`config.mk`:
```
export PLATFORM = sky130hd
export DESIGN_NAME = uart_param
export DESIGN_NICKNAME = d
export VERILOG_FILES = /design/src/rtl/uart_pkg.sv /design/src/rtl/uart_baud_gen.sv /design/src/rtl/uart_param.sv
export SDC_FILE = /design/constraint.sdc
export NUM_CORES = 1
export LEC_CHECK = 0
export ABC_AREA = 1
export CAP_MARGIN = 30
export CORE_AREA = 3 3 88 90
export CTS_BUF_LIST = sky130_fd_sc_hd__clkbuf_4 sky130_fd_sc_hd__clkbuf_8 sky130_fd_sc_hd__clkbuf_16
export DETAILED_ROUTE_END_ITERATION = 16
export DIE_AREA = 0 0 91 93
export HOLD_SLACK_MARGIN = 0.05
export PLACE_DENSITY = 0.62
export SLEW_MARGIN = 20
export SYNTH_ARGS = -nofsm -noshare
export SYNTH_HDL_FRONTEND = slang
export SYNTH_SLANG_ARGS = --single-unit
```
`constraint.sdc`:
```
create_clock -name clock -period 2.3 [get_ports clock]
set_input_delay 0.46 -clock clock [delete_from_list [all_inputs] [get_ports clock]]
set_output_delay 0.46 -clock clock [all_outputs]
set_load 0.03 [all_outputs]
```
`src/rtl/uart_pkg.sv`:
```
// uart_pkg: shared types and constants for the parametrised UART core.
//   uart_state_e : FSM states used by both the TX and RX machines
//   PARITY_*     : encodings of the PARITY parameter
//   parityBit    : parity bit for a word, given its XOR reduction and mode
package uart_pkg;

  typedef enum logic [2:0] {
    ST_IDLE,
    ST_START,
    ST_DATA,
    ST_PARITY,
    ST_STOP
  } uart_state_e;

  localparam int PARITY_NONE = 0;
  localparam int PARITY_ODD  = 1;
  localparam int PARITY_EVEN = 2;

  // Even parity makes the total count of ones even, so the bit equals the
  // XOR of the data; odd parity is its complement.
  function automatic logic parityBit(input logic dataXor, input int mode);
    case (mode)
      PARITY_EVEN: parityBit = dataXor;
      PARITY_ODD:  parityBit = ~dataXor;
      default:     parityBit = 1'b0;
    endcase
  endfunction

endpackage

```
`src/rtl/uart_baud_gen.sv`:
```
// uart_baud_gen: free-running oversample tick generator shared by TX and RX.
//   clock   in  system clock
//   reset   in  synchronous active-low reset
//   os_tick out one-cycle pulse every DIV clocks,
//               DIV = max(1, CLOCK_FREQ / (BAUD_RATE * OVERSAMPLE))
module uart_baud_gen #(
  parameter int CLOCK_FREQ = 50000000,
  parameter int BAUD_RATE  = 115200,
  parameter int OVERSAMPLE = 16
) (
  input  logic clock,
  input  logic reset,
  output logic os_tick
);

  localparam int RAW_DIV = CLOCK_FREQ / (BAUD_RATE * OVERSAMPLE);
  localparam int DIV     = (RAW_DIV < 1) ? 1 : RAW_DIV;
  // A divide-by-one still needs a 1-bit counter to exist; it just never moves.
  localparam int CW      = (DIV > 1) ? $clog2(DIV) : 1;
  localparam logic [CW-1:0] CNT_LAST = CW'(DIV - 1);

  logic [CW-1:0] divCnt_q;
  logic          tick_q;

  // Divider counter runs 0..DIV-1 and emits a registered tick on the
  // terminal count, so the tick is glitch-free for both FSMs.
  always_ff @(posedge clock) begin
    if (!reset) begin
      divCnt_q <= '0;
      tick_q   <= 1'b0;
    end else if (divCnt_q == CNT_LAST) begin
      divCnt_q <= '0;
      tick_q   <= 1'b1;
    end else begin
      divCnt_q <= divCnt_q + 1'b1;
      tick_q   <= 1'b0;
    end
  end

  assign os_tick = tick_q;

endmodule

```
`src/rtl/uart_param.sv`:
```
// uart_param: parametrised full-duplex UART core.
//   clock, reset          system clock, synchronous active-low reset
//   loopback              1: RX listens to our own tx_out instead of rx_in
//   tx_valid/tx_data      word offered for transmission (LSB first)
//   tx_ready              high only while the TX machine is idle
//   tx_out, tx_busy       serial line (idle high), frame in progress
//   rx_in                 asynchronous serial input
//   rx_valid              one-cycle pulse qualifying rx_data and error flags
//   rx_data               received word, held until the next rx_valid
//   rx_parity_err         parity mismatch on the last frame
//   rx_frame_err          first stop bit of the last frame sampled low
//   rx_busy               RX frame in progress
module uart_param
  import uart_pkg::*;
#(
  parameter int CLOCK_FREQ = 50000000,
  parameter int BAUD_RATE  = 115200,
  parameter int DATA_BITS  = 8,
  parameter int PARITY     = 0,
  parameter int STOP_BITS  = 1,
  parameter int OVERSAMPLE = 16
) (
  input  logic                 clock,
  input  logic                 reset,
  input  logic                 loopback,
  input  logic                 tx_valid,
  input  logic [DATA_BITS-1:0] tx_data,
  output logic                 tx_ready,
  output logic                 tx_out,
  output logic                 tx_busy,
  input  logic                 rx_in,
  output logic                 rx_valid,
  output logic [DATA_BITS-1:0] rx_data,
  output logic                 rx_parity_err,
  output logic                 rx_frame_err,
  output logic                 rx_busy
);

  localparam int BW = $clog2(DATA_BITS + 1);
  localparam int OW = $clog2(OVERSAMPLE);
  localparam logic [OW-1:0] OS_LAST   = OW'(OVERSAMPLE - 1);
  localparam logic [OW-1:0] OS_HALF   = OW'(OVERSAMPLE / 2 - 1);
  localparam logic [BW-1:0] DATA_LAST = BW'(DATA_BITS - 1);
  localparam logic [BW-1:0] STOP_LAST = BW'(STOP_BITS - 1);
  localparam bit            HAS_PAR   = (PARITY != PARITY_NONE);

  logic os_tick;

  uart_baud_gen #(
    .CLOCK_FREQ(CLOCK_FREQ),
    .BAUD_RATE (BAUD_RATE),
    .OVERSAMPLE(OVERSAMPLE)
  ) u_baud (
    .clock  (clock),
    .reset  (reset),
    .os_tick(os_tick)
  );

  // ---------------------------------------------------------------- TX side
  uart_state_e          txState_q;
  logic                 txOut_q;
  logic [DATA_BITS-1:0] txShift_q;
  logic                 txPar_q;
  logic [OW-1:0]        txOs_q;
  logic [BW-1:0]        txBit_q;
  logic                 txBitEnd;

  assign txBitEnd = os_tick && (txOs_q == OS_LAST);

  // TX machine. The word and its parity are captured at accept; the shift
  // register then feeds the line one bit per OVERSAMPLE ticks. txBit_q is
  // reused to count stop bits once the data phase is over.
  always_ff @(posedge clock) begin
    if (!reset) begin
      txState_q <= ST_IDLE;
      txOut_q   <= 1'b1;
      txShift_q <= '0;
      txPar_q   <= 1'b0;
      txOs_q    <= '0;
      txBit_q   <= '0;
    end else begin
      if (txState_q != ST_IDLE && os_tick)
        txOs_q <= txBitEnd ? '0 : txOs_q + 1'b1;
      case (txState_q)
        ST_IDLE: begin
          txOut_q <= 1'b1;
          if (tx_valid) begin
            txState_q <= ST_START;
            txOut_q   <= 1'b0;
            txShift_q <= tx_data;
            txPar_q   <= parityBit(^tx_data, PARITY);
            txOs_q    <= '0;
            txBit_q   <= '0;
          end
        end
        ST_START: if (txBitEnd) begin
          txState_q <= ST_DATA;
          txOut_q   <= txShift_q[0];
        end
        ST_DATA: if (txBitEnd) begin
          if (txBit_q == DATA_LAST) begin
            txBit_q <= '0;
            if (HAS_PAR) begin
              txState_q <= ST_PARITY;
              txOut_q   <= txPar_q;
            end else begin
              txState_q <= ST_STOP;
              txOut_q   <= 1'b1;
            end
          end else begin
            txBit_q   <= txBit_q + 1'b1;
            txShift_q <= txShift_q >> 1;
            txOut_q   <= txShift_q[1];
          end
        end
        ST_PARITY: if (txBitEnd) begin
          txState_q <= ST_STOP;
          txOut_q   <= 1'b1;
        end
        ST_STOP: if (txBitEnd) begin
          if (txBit_q == STOP_LAST) txState_q <= ST_IDLE;
          else                      txBit_q   <= txBit_q + 1'b1;
        end
        default: begin
          txState_q <= ST_IDLE;
          txOut_q   <= 1'b1;
        end
      endcase
    end
  end

  assign tx_out   = txOut_q;
  assign tx_ready = (txState_q == ST_IDLE);
  assign tx_busy  = (txState_q != ST_IDLE);

  // ---------------------------------------------------------------- RX side
  logic rxMeta_q, rxSync_q, rxPrev_q;
  logic rxFall;

  // Two-flop synchroniser plus one history flop for falling-edge detection.
  // All three reset high so a reset never looks like a start bit.
  always_ff @(posedge clock) begin
    if (!reset) begin
      rxMeta_q <= 1'b1;
      rxSync_q <= 1'b1;
      rxPrev_q <= 1'b1;
    end else begin
      rxMeta_q <= loopback ? txOut_q : rx_in;
      rxSync_q <= rxMeta_q;
      rxPrev_q <= rxSync_q;
    end
  end

  assign rxFall = rxPrev_q & ~rxSync_q;

  uart_state_e          rxState_q;
  logic [DATA_BITS-1:0] rxShift_q;
  logic [DATA_BITS-1:0] rxData_q;
  logic [OW-1:0]        rxOs_q;
  logic [BW-1:0]        rxBit_q;
  logic                 rxParPend_q;
  logic                 rxValid_q, rxParErr_q, rxFrameErr_q;
  logic                 rxSample;

  // START waits half a bit to land in the middle of the start bit; every
  // later sample is a whole bit further on, i.e. at bit centres.
  assign rxSample = os_tick &&
                    (rxOs_q == ((rxState_q == ST_START) ? OS_HALF : OS_LAST));

  // RX machine. The frame result is published at the centre of the first
  // stop bit and the machine returns to IDLE straight away, leaving half a
  // bit of margin to catch the next start edge.
  always_ff @(posedge clock) begin
    if (!reset) begin
      rxState_q    <= ST_IDLE;
      rxShift_q    <= '0;
      rxData_q     <= '0;
      rxOs_q       <= '0;
      rxBit_q      <= '0;
      rxParPend_q  <= 1'b0;
      rxValid_q    <= 1'b0;
      rxParErr_q   <= 1'b0;
      rxFrameErr_q <= 1'b0;
    end else begin
      rxValid_q <= 1'b0;
      if (rxState_q != ST_IDLE && os_tick)
        rxOs_q <= rxSample ? '0 : rxOs_q + 1'b1;
      case (rxState_q)
        ST_IDLE: if (rxFall) begin
          rxState_q <= ST_START;
          rxOs_q    <= '0;
          rxBit_q   <= '0;
        end
        ST_START: if (rxSample) begin
          rxParPend_q <= 1'b0;
          rxState_q   <= rxSync_q ? ST_IDLE : ST_DATA;
        end
        ST_DATA: if (rxSample) begin
          rxShift_q <= {rxSync_q, rxShift_q[DATA_BITS-1:1]};
          if (rxBit_q == DATA_LAST) begin
            rxBit_q   <= '0;
            rxState_q <= HAS_PAR ? ST_PARITY : ST_STOP;
          end else begin
            rxBit_q <= rxBit_q + 1'b1;
          end
        end
        ST_PARITY: if (rxSample) begin
          rxParPend_q <= (rxSync_q != parityBit(^rxShift_q, PARITY));
          rxState_q   <= ST_STOP;
        end
        ST_STOP: if (rxSample) begin
          rxValid_q    <= 1'b1;
          rxData_q     <= rxShift_q;
          rxParErr_q   <= rxParPend_q;
          rxFrameErr_q <= ~rxSync_q;
          rxState_q    <= ST_IDLE;
        end
        default: rxState_q <= ST_IDLE;
      endcase
    end
  end

  assign rx_valid      = rxValid_q;
  assign rx_data       = rxData_q;
  assign rx_parity_err = rxParErr_q;
  assign rx_frame_err  = rxFrameErr_q;
  assign rx_busy       = (rxState_q != ST_IDLE);

endmodule

```
==> flow_summary.yaml <==
sta:
  setup_tns_ps: 0
  tightest_slew_ps: 367.3
  skew_ps: 9.867
  drv_slew: 0
  max_freq_mhz: 457.1
  min_period_over_period: 0.9511
  slew_headroom: 0.7546
  finalHoldViolCount: 0
  setup_viol: 0
  rsz0062_at_grt: "false"
  period_minus_slack_ps: 2188
synthesis:
  synth_nets: 414
  synth_flop_cell: "dfxtp_1"
  synth-edff-count: 0
  netlist_instances: 394
  ys_types: 31
  seq_area_frac_synth: 0.4295
  synth_area_um2: 2796
  synth_area_per_cell_um2: 7.098
  ys_warn_count: 0
  synth_seq_cells: 60
  async_flop_share: 0
finish:
  final_nets: 446
  area.growth.synth_to_final_pct: 21.79
  final_cell_mix: "nand2_1 (80), nor2_1 (63), dfxtp_1 (60), inv_1 (39)"
  drive_gt1_frac: 0.09281
  antenna_cells: 0
  fillers: 756
  mostFrequentLayoutCell: "nand2_1"
  final_area_um2: 3406
clock_tree:
  cts.reportedPaths.clkPinSlew_ps: 60
  clockBufferDepth: 2
  tritoncts: "done"
  clock_latency_ps: 340
  htreeDepth: 3
  root_buffer: "clkbuf_8"
  cts.sink_count: 60
  ctsResizeCount: 0
  hold_buffers: 0
  post_cts_buffers: 0
  cts_buffers: 9
floorplan:
  row_count: 31
  io_pins: 28
  initial_core_util: 0.3918
  die_x_um: 91
  die_h_um: 93
  die-area_um2: 8463
  core_area_um2: 7137
global_route:
  grt_pass1_vias: 2395
  grt_pass1_wl_mm: 10.07
  antenna_found_initial: 0
  grt_max_degree: 18
  grt-ovfl-total: 0
  track_usage: 0.1446
place:
  dp_hpwl_mm: 4.062
  port_buffers: 27
  dpl_cell_area_um2: 3162
  gp_congestion: 0.8583
detailed_routing:
  first_pass_iters: 4
  finalWirelength_mm: 5.646
  ant_nets: 0
  viasPerCell: 4.781
  remaining_drc_errors: 0
  avgRoutedWirePerCell_um: 10.65
  via_count: 2534
  first_iter_violations: 129
hold_path:
  whs_path_depth: 1
  whs_endpoint: "rxSync_q$_SDFF_PN1_"
  hold_class: "reg2reg"
  hold_start: "rxMeta_q$_SDFF_PN1_"
setup_path:
  r2r_slack_ps: 620
  required_ps: 1840
  criticalPathCategory: "reg2out"
  worstReg2RegEnd: "rx_data[7]$_SDFFE_PN0P_"
  critical_path.startpoint_type: "register"
  reg2regPathDepth: 8
  crit_start: "txState_q[1]$_SDFFE_PN0P_"
  worstSetupEndpointType: "output pin"
  r2r-start: "rxOs_q[0]$_SDFF_PN0_"
  path_max_fanout: 6
  worstPathArrival_ps: 1730
power:
  total_power_mw: 3.722
  power.leakage_nw: 1.511
  irDropWorstVdd_mv: 0.6576
  p_per_area_nw_per_um2: 1093
job:
  timing.max_cap.violations: 0
run_status:
  outcome: "finished clean"
[layer usage]
| layer | up-vias | part of all wire | routed length (um) | track usage |
|---|---|---|---|---|
| li1 | 1341 | - | - | - |
| met4 | 0 | 0.023 | 129 | 0.08040 |
| met3 | 12 | 0.043 | 242 | 0.03781 |
| met2 | 58 | 0.45 | 2529 | 0.2354 |
| met1 | 1123 | 0.49 | 2746 | 0.1739 |
| met5 | - | 0 | 0 | 0 |
[worst max-delay path: stages, from the launching register on]
cell	delay [ps]
dfxtp_1	380
nor2_2	180
nand2_2	100
inv_2	80
clkdlybuf4s50_1	660
[state kept, by name, indices dropped and copies added (netlist names)]
register / cells
rxShift_q: 8
rx_data: 8
txShift_q: 8
u_baud.divCnt_q: 5
rxBit_q: 4
rxOs_q: 4
txBit_q: 4
txOs_q: 4
rxState_q: 3
txState_q: 3
rxMeta_q: 1
rxParPend_q: 1
rxPrev_q: 1
rxSync_q: 1
rx_frame_err: 1
rx_parity_err: 1
rx_valid: 1
tx_out: 1
u_baud.os_tick: 1
[logic make-up (layout without fill, tap and decap cells)]
group	Yosys count	count (layout)	synth area share
and+or+nand+nor	198	198	0.3123
AOI/OAI and AO/OA	69	69	0.1306
DFF	60	60	0.4295
buffers and inverters	56	93	0.08367
adders and majority gates	7	7	0.03132
xor gates and xnor gates	4	4	0.01253
[worst max-delay path by stage]
stage	to	slack [ps]
6_report	tx_ready	110
5_1_grt	rx_busy	20
4_1_cts	tx_ready	90
3_5_place_dp	tx_ready	470
3_3_place_gp	tx_ready	490
2_1_floorplan	txShift_q[2]$_SDFFE_PN0P_	810
[cells in the mapped netlist, types with 2 or more instances]
cell,count,share of area
nand2_1,80,0.11
nor2_1,63,0.085
dfxtp_1,60,0.43
inv_1,39,0.052
a21oi_1,29,0.052
nand3_1,29,0.052
o21ai_0,27,0.048
ha_1,7,0.031
inv_2,6,0.0081
clkbuf_1,5,0.0067
o21ai_1,5,0.0089
nand2_2,4,0.0089
nand4_1,4,0.0089
nor3_1,4,0.0072
nand3_2,3,0.011
nand3b_1,3,0.0081
nor2_2,3,0.0067
o21bai_1,3,0.0081
xor2_1,3,0.0094
a211oi_1,2,0.0054
buf_2,2,0.0036
buf_6,2,0.0081
nor3b_1,2,0.0054
o211ai_1,2,0.0054
[report_power, final]
part	switching (mW)	internal, mW	total, mW
clock network	0.421	0.733	1.15
logic	0.843	0.446	1.29
registers	0.100	1.18	1.28
total	1.36	2.36	3.72
[layout make-up]
type / count / area (um2) / area share
Tap cell: 99 / 123.9 / 0.03637
Inverter: 46 / 175.2 / 0.05143
Clock buffer: 10 / 131.4 / 0.03857
Clock inverter: 6 / 112.6 / 0.03306
Timing Repair Buffer: 31 / 300.3 / 0.08817
Multi-Input combinational cell: 278 / 1361 / 0.3997
Sequential cell: 60 / 1201 / 0.3527
[stage by stage]
| stage | setup WS (ps) | instances | utilization | hold slack [ps] |
|---|---|---|---|---|
| 6_report | 112.5 | 530 | 0.4772 | 413.4 |
| 4_1_cts | 93.59 | 530 | 0.4772 | 414.3 |
| 3_5_place_dp | 469.5 | 514 | 0.4430 | 400.2 |
| 2_1_floorplan | 808.9 | 394 | - | 392.5 |
| 5_1_grt | 22.47 | 530 | 0.4772 | 430.2 |
| 3_3_place_gp | 492.2 | 514 | 0.4430 | 400.0 |
No activity file was read; power rests on OpenSTA's default activity.
